[src/rtl/fine_interp_apod_pkg.sv]
`default_nettype none
// ============================================================================
// Module      : fine_interp_apod_pkg
// Description : Shared width defaults, fine-phase width and FSM encoding for
//               the dbf channel blocks.
// Revision    : 1.0 - initial release
// ============================================================================
package fine_interp_apod_pkg;

    // Default datapath widths shared by every dbf channel block
    localparam int c_INPUT_WD  = 14;
    localparam int c_APO_WD    = 16;
    localparam int c_ADDR_WD   = 10;
    localparam int c_OUT_WD    = 16;

    // Fine phase is in 1/8-sample units, so 3 bits and "one sample" == 8
    localparam int c_PHASE_WD  = 3;
    localparam int c_PHASE_ONE = 8;

    // Apodisation weight is Q1.15
    localparam int c_APO_FRAC  = 15;

    // Receive-line controller states
    typedef logic [1:0] state_t;
    localparam state_t c_ST_IDLE = 2'd0;
    localparam state_t c_ST_RUN  = 2'd1;
    localparam state_t c_ST_DONE = 2'd2;

endpackage
`default_nettype wire

[src/rtl/fine_phase_lut.sv]
`default_nettype none
// ============================================================================
// Module      : fine_phase_lut
// Description : Simple dual-port fine-phase table: one write port, one
//               synchronous read port. Contents have no reset so they
//               survive a controller reset.
// Revision    : 1.0 - initial release
// ============================================================================
module fine_phase_lut #(
    parameter int ADDR_WD = 10,
    parameter int DATA_WD = 3
) (
    input  logic               clk,
    input  logic               i_we,
    input  logic [ADDR_WD-1:0] i_wr_addr,
    input  logic [DATA_WD-1:0] i_wr_data,
    input  logic [ADDR_WD-1:0] i_rd_addr,
    output logic [DATA_WD-1:0] o_rd_data
);

    logic [DATA_WD-1:0] r_mem [2**ADDR_WD];

    // Write port
    always_ff @(posedge clk) begin
        if (i_we) begin
            r_mem[i_wr_addr] <= i_wr_data;
        end
    end

    // Synchronous read port, one cycle latency
    always_ff @(posedge clk) begin
        o_rd_data <= r_mem[i_rd_addr];
    end

endmodule
`default_nettype wire

[src/rtl/fine_interp_apod.sv]
`default_nettype none
// ============================================================================
// Module      : fine_interp_apod
// Description : Fine-delay linear interpolator (1/8-sample phase from a LUT
//               indexed by sample count) followed by Q1.15 apodisation.
//               Fixed latency of 3 cycles from sample acceptance to dout.
//               Build option FINE_APOD_SAT_EN: saturate dout instead of the
//               default wrapping bit slice.
// Revision    : 1.0 - initial release
// ============================================================================
module fine_interp_apod
    import fine_interp_apod_pkg::*;
#(
    parameter int INPUT_WD = c_INPUT_WD,
    parameter int APO_WD   = c_APO_WD,
    parameter int ADDR_WD  = c_ADDR_WD,
    parameter int OUT_WD   = c_OUT_WD
) (
    input  logic                       clk,
    input  logic                       rst_n,
    input  logic                       start,
    input  logic                       tx_en,
    input  logic signed [INPUT_WD-1:0] din,
    input  logic                       din_valid,
    input  logic signed [APO_WD-1:0]   apo_din,
    input  logic [ADDR_WD-1:0]         lut_addr,
    input  logic [c_PHASE_WD-1:0]      lut_din,
    input  logic                       lut_we,
    output logic signed [OUT_WD-1:0]   dout,
    output logic                       dout_valid
);

    localparam int c_F_WD  = INPUT_WD + 4;
    localparam int c_P_WD  = c_F_WD + APO_WD;
`ifdef FINE_APOD_SAT_EN
    localparam int c_S3_WD = c_P_WD - c_APO_FRAC;
`else
    localparam int c_S3_WD = OUT_WD;
`endif

    state_t                     r_state;
    state_t                     w_state_nxt;
    logic                       w_accept;
    logic                       w_lut_we;

    logic [ADDR_WD-1:0]         r_cnt;
    logic signed [INPUT_WD-1:0] r_x1;

    logic                       r_s1_vld;
    logic signed [INPUT_WD-1:0] r_s1_din;
    logic signed [INPUT_WD-1:0] r_s1_x1;
    logic signed [APO_WD-1:0]   r_s1_apo;
    logic [c_PHASE_WD-1:0]      w_phase;

    logic signed [c_F_WD-1:0]   w_pb;
    logic signed [c_F_WD-1:0]   w_pa;
    logic signed [c_F_WD-1:0]   w_f;

    logic                       r_s2_vld;
    logic signed [c_F_WD-1:0]   r_s2_f;
    logic signed [APO_WD-1:0]   r_s2_apo;
    logic signed [c_P_WD-1:0]   w_prod;

    logic                       r_s3_vld;
    logic signed [c_S3_WD-1:0]  r_s3_shr;
    logic signed [OUT_WD-1:0]   w_out;

    // Phase table; written only while idle, read at the running sample count
    fine_phase_lut #(
        .ADDR_WD (ADDR_WD),
        .DATA_WD (c_PHASE_WD)
    ) u_lut (
        .clk       (clk),
        .i_we      (w_lut_we),
        .i_wr_addr (lut_addr),
        .i_wr_data (lut_din),
        .i_rd_addr (r_cnt),
        .o_rd_data (w_phase)
    );

    // State register
    always_ff @(posedge clk or negedge rst_n) begin
        if (!rst_n) begin
            r_state <= c_ST_IDLE;
        end else begin
            r_state <= w_state_nxt;
        end
    end

    // Next state, sample acceptance and LUT write gating
    always_comb begin
        w_state_nxt = r_state;
        w_accept    = 1'b0;
        w_lut_we    = 1'b0;
        case (r_state)
            c_ST_IDLE: begin
                w_lut_we = lut_we;
                if (start) begin
                    w_state_nxt = c_ST_RUN;
                end
            end
            c_ST_RUN: begin
                w_accept = din_valid & ~tx_en;
                if (w_accept && (r_cnt == {ADDR_WD{1'b1}})) begin
                    w_state_nxt = c_ST_DONE;
                end
            end
            c_ST_DONE: begin
                w_state_nxt = c_ST_DONE;
            end
            default: begin
                w_state_nxt = c_ST_IDLE;
            end
        endcase
        if (!start) begin
            w_state_nxt = c_ST_IDLE;
        end
    end

    // Sample counter (LUT read address) and previous-sample history
    always_ff @(posedge clk or negedge rst_n) begin
        if (!rst_n) begin
            r_cnt <= '0;
            r_x1  <= '0;
        end else if (!start || (r_state == c_ST_IDLE)) begin
            r_cnt <= '0;
            r_x1  <= '0;
        end else if (w_accept) begin
            r_cnt <= r_cnt + ADDR_WD'(1);
            r_x1  <= din;
        end
    end

    // Pipeline valid chain; a dropped start kills everything in flight
    always_ff @(posedge clk or negedge rst_n) begin
        if (!rst_n) begin
            r_s1_vld <= 1'b0;
            r_s2_vld <= 1'b0;
            r_s3_vld <= 1'b0;
        end else if (!start) begin
            r_s1_vld <= 1'b0;
            r_s2_vld <= 1'b0;
            r_s3_vld <= 1'b0;
        end else begin
            r_s1_vld <= w_accept;
            r_s2_vld <= r_s1_vld;
            r_s3_vld <= r_s2_vld;
        end
    end

    // Interpolation weights: din gets (8-p), the previous sample gets p
    assign w_pb   = c_F_WD'(w_phase);
    assign w_pa   = c_F_WD'(c_PHASE_ONE) - w_pb;
    assign w_f    = c_F_WD'(r_s1_din) * w_pa + c_F_WD'(r_s1_x1) * w_pb;
    assign w_prod = c_P_WD'(r_s2_f) * c_P_WD'(r_s2_apo);

    // Pipeline data; stage 1 lines up with the synchronous LUT read
    always_ff @(posedge clk or negedge rst_n) begin
        if (!rst_n) begin
            r_s1_din <= '0;
            r_s1_x1  <= '0;
            r_s1_apo <= '0;
            r_s2_f   <= '0;
            r_s2_apo <= '0;
            r_s3_shr <= '0;
        end else begin
            if (w_accept) begin
                r_s1_din <= din;
                r_s1_x1  <= r_x1;
                r_s1_apo <= apo_din;
            end
            if (r_s1_vld) begin
                r_s2_f   <= w_f;
                r_s2_apo <= r_s1_apo;
            end
            if (r_s2_vld) begin
                r_s3_shr <= c_S3_WD'(w_prod >>> c_APO_FRAC);
            end
        end
    end

`ifdef FINE_APOD_SAT_EN
    logic [c_S3_WD-OUT_WD:0] w_hi;

    assign w_hi = r_s3_shr[c_S3_WD-1:OUT_WD-1];

    // Clamp when the bits above the output sign do not all match it
    always_comb begin
        w_out = r_s3_shr[OUT_WD-1:0];
        if (!((&w_hi) || !(|w_hi))) begin
            w_out = w_hi[c_S3_WD-OUT_WD] ? {1'b1, {(OUT_WD-1){1'b0}}}
                                         : {1'b0, {(OUT_WD-1){1'b1}}};
        end
    end
`else
    assign w_out = r_s3_shr;
`endif

    // Output register; dout is forced to zero whenever it is not valid
    always_ff @(posedge clk or negedge rst_n) begin
        if (!rst_n) begin
            dout       <= '0;
            dout_valid <= 1'b0;
        end else if (start && r_s3_vld) begin
            dout       <= w_out;
            dout_valid <= 1'b1;
        end else begin
            dout       <= '0;
            dout_valid <= 1'b0;
        end
    end

endmodule
`default_nettype wire

[config.mk]
export PLATFORM = sky130hd
export DESIGN_NAME = fine_interp_apod
export DESIGN_NICKNAME = d
export VERILOG_FILES = /design/src/rtl/fine_interp_apod_pkg.sv /design/src/rtl/fine_phase_lut.sv /design/src/rtl/fine_interp_apod.sv
export SDC_FILE = /design/constraint.sdc
export NUM_CORES = 2
export LEC_CHECK = 0
export CAP_MARGIN = 20
export CORE_MARGIN = 5
export CORE_UTILIZATION = 63
export DETAILED_ROUTE_END_ITERATION = 8
export PLACE_DENSITY_LB_ADDON = 0.3
export SLEW_MARGIN = 5
export SYNTH_ARGS = -nofsm -noshare
export SYNTH_HDL_FRONTEND = slang
export SYNTH_SLANG_ARGS = --single-unit
export TNS_END_PERCENT = 20
[constraint.sdc]
create_clock -name clk -period 7.4 [get_ports clk]
set_input_delay 1.11 -clock clk [delete_from_list [all_inputs] [get_ports clk]]
set_output_delay 1.11 -clock clk [all_outputs]
set_load 0.01 [all_outputs]
==> flow_summary.ini <==
[run_status]
status = complete, no violations

[worst_setup_path]
biggest_cell_delay_along_the_critical_path_ps = 780
timing.critical_path.cells = nand2_1 -> fa_1 -> fa_1 -> fa_1 -> inv_1 -> fa_1 -> fa_1 -> inv_1 -> fa_1 -> inv_1 -> ha_1 -> a21o_1 -> a21oi_1 -> nor3b_1 -> a21oi_1 -> a311oi_1 -> buf_4 -> o221ai_1 -> a41oi_1 -> nor3_1 -> or3b_2
slowest_cp_cell = sky130_fd_sc_hd__dfrtp_1
start_kind = register
cp-end-kind = register
worst_setup_path_type = register to register
critical_path.max_fanout = 19
critical_path.most_common_cell = sky130_fd_sc_hd__fa_1
r2r_slack_ps = 500
crit_arrival_ps = 7670
required_ps = 8170

[logic_synthesis]
synth-async-reset-ratio = 0.0435
syn_avg_cell_area_sq_um = 17.5
ys.flop_type = sky130_fd_sc_hd__edfxtp_1
syn-cell-area_sq_mm = 0.141
sequential_area_share_after_synthesis = 0.680
synth_edf_count = 3072
yosysWarnings = 0
count_of_mapped_cells_out_of_synthesis = 8044
synth_cell_type_count = 66
synth-seq-cells = 3215
syn-num-nets = 8567

[floorplanning]
ios = 66
die_footprint_sq_mm = 0.233
placement_rows = 173
dieHeight_microns = 483
core_sq_mm = 0.222
starting_density = 0.634
die-width_microns = 483

[sta]
slew_headroom = 0.102
layout_min_cycle_time_ps = 6900
fin_setup_tns_ps = 0
timing.final.setup_violations = 0
finalHoldViolations = 0
setup_repair_after_global_routing_missed_its_margin = no
clock.fmax_mhz = 145
tightest_slew_ps = 1350
final.setup_skew_ps = 71.5
final_min_period_over_clock_period = 0.932
finalMaxSlewViolations = 0

[route]
detailroute.via_count = 76263
detail-route-antenna-nets = 0
drt-initial-drc-count = 11634
post_drt_via_cell_ratio = 6.74
met2RoutedLength_mm = 173
drt_drc_violations_left = 0
route.final.wire_length_mm = 359
wl_per_cell_microns = 31.7
routedLengthMet1_mm = 125
dr.max_layer_used = met5
drt_first_pass_iters = 8
dr_wl_met3_mm = 41.8

[clock_network]
tritoncts_num_sinks = 3215
tritoncts = yes
clock_tree.htree_level_count = 5
cts_setup_buffers = 0
clk_pin_slew_worst_paths_ps = 60
ctsRootBufferMaster = sky130_fd_sc_hd__clkbuf_16
tritoncts.num_buffers = 327
cts-root-to-sink-buffers = 4
cts_resized = 0
postCtsHoldBufs = 0
worst_skew_pair.late_latency_ps = 970

[cells_and_area]
synthToLayoutAreaGrowth_pct = 10.5
num-nets-final = 8623
post_route_cells_drive_above_1_share = 0.197

[pwr]
power.density_cell_area_mw_per_mm2 = 324
leakage_uw = 0.0499
finalPower_uw = 50500
ir_worst_vdd_uv = 717

[placement]
gp_routability_congestion = 0.852
place.detailed.hpwl_mm = 205
port_buffers = 65

[global_route]
largest_net_degree_at_the_start_of_global_routing = 241
grt_pass1_vias = 78180
gr-usage-all-layers = 0.313
first_pass_grt_wire_length_mm = 529
gr-total-overflow = 0
antenna_found_initial = 9

[min_path]
hold_class = input port to asynchronous set/reset pin

[job]
max_capacitance_violation_count = 0
cell usage after synthesis (all sizes together) (25+ instances only):
| library cell | instances | area share |
|---|---|---|
| a21oi | 62 | 0.0022 |
| and2 | 216 | 0.0096 |
| buf | 234 | 0.010 |
| clkbuf | 306 | 0.0082 |
| dfrtp | 140 | 0.025 |
| edfxtp | 3072 | 0.65 |
| fa | 336 | 0.048 |
| ha | 138 | 0.012 |
| inv | 410 | 0.011 |
| mux2 | 66 | 0.0053 |
| mux2i | 189 | 0.013 |
| mux4 | 841 | 0.13 |
| nand2 | 434 | 0.012 |
| nand3 | 44 | 0.0016 |
| nor2 | 1094 | 0.029 |
| nor3 | 29 | 0.0010 |
| o21ai | 79 | 0.0028 |
| o221ai | 43 | 0.0027 |
| o22ai | 25 | 0.0011 |
| xnor2 | 48 | 0.0030 |
worst max-delay path, delay by kind of cell (launching register included):
| family | cells | cell delay, ps |
|---|---|---|
| DFF | 1 | 780 |
| adders and majority gates | 7 | 3270 |
| AOI/OAI and AO/OA | 6 | 1420 |
| and+or+nand+nor | 4 | 890 |
| buffers and inverters | 4 | 350 |
area by class of cell:
type	instances	area, sq um
sequential	3215	95800
fill	13159	66600
multi-input combinational	3877	41200
clock buffer	375	8580
tap	2975	3720
timing repair buffer	267	2860
clock inverter	192	1920
inverter	412	1550
antenna	7	17.5
per-layer routing:
metal,up-vias,GRT usage
li1,30602,-
met1,39394,0.423
met2,5275,0.493
met3,984,0.0751
met4,8,0.142
met5,-,0
layout by cell type (no fill, tap or decap), drive strengths merged, types with 6 or more instances in the layout:
| master | n |
|---|---|
| mux2 | 66 |
| nand3 | 44 |
| clkbuf | 377 |
| a31oi | 13 |
| clkinvlp | 20 |
| nor3b | 8 |
| a22oi | 8 |
| diode | 7 |
| ha | 138 |
| mux4 | 841 |
| nor2b | 15 |
| buf | 204 |
| and3 | 21 |
| a221oi | 20 |
| fa | 336 |
| o221ai | 43 |
| a21o | 9 |
| o21ai | 79 |
| clkdlybuf4s50 | 61 |
| inv | 419 |
| a21oi | 62 |
| bufinv | 36 |
| o22ai | 25 |
| edfxtp | 3072 |
| a2111oi | 12 |
| and2 | 216 |
| nand2 | 434 |
| mux2i | 189 |
| o211ai | 6 |
| clkinv | 129 |
| or3 | 7 |
| a211oi | 12 |
| nand4 | 14 |
| xnor2 | 48 |
| nor2 | 1094 |
| xor2 | 11 |
| nand2b | 15 |
| dfrtp | 140 |
| nor3 | 29 |
stage by stage:
step	instance area (sq um)	setup slack, ps	hold WS, ps	utilization	instances
after global routing	156000	59.7	300	0.700	11314
final	156000	501	252	0.700	11320
after global placement	145000	565	449	0.651	10722
after detailed placement	145000	559	457	0.651	10726
after CTS	155000	496	241	0.698	11293
after floorplan	141000	797	439	-	8044
path summary, 6_finish.rpt:
path | start | to | cells after the start
setup / recovery | r_s2_apo[1] | r_s3_shr[15] | 21
max in group asynchronous | rst_n | r_s1_din[0] | 2
setup reg to reg | r_s2_apo[1] | r_s3_shr[15] | 21
hold reg to reg | r_x1[9] | r_s1_x1[9] | 2
hold / removal | rst_n | dout[0] | 1
min in group clk | r_x1[9] | r_s1_x1[9] | 2
flip-flops by register name (all words and copies together) (netlist names):
register	flops
r_s2_vld	1
r_s1_x1	14
r_cnt	10
r_s2_apo	16
u_lut.r_mem	3072
dout_valid	1
r_s2_f	18
r_state	2
r_s1_vld	1
r_s3_vld	1
dout	16
r_s1_apo	16
r_s3_shr	16
r_s1_din	14
r_x1	14
u_lut.o_rd_data	3
power breakdown:
part / switching (uW) / internal [uW] / leakage [uW]
registers: 495 / 20100 / 0.0295
logic: 7650 / 5810 / 0.0153
clock network: 6880 / 9550 / 0.00511
kinds of logic (layout without fill, tap and decap cells):
logic type,after synthesis,in the layout,synth area share
XOR/XNOR,59,59,0.00367
AND/OR/NAND/NOR,1916,1916,0.0576
flip-flops,3215,3215,0.680
other,0,7,0
buffers and inverters,952,1246,0.0293
AO/OA/AOI/OAI,332,332,0.0159
multiplexers,1096,1096,0.153
adder cells (fa/ha/maj),474,474,0.0600
Power figures use the tool's default switching activity.
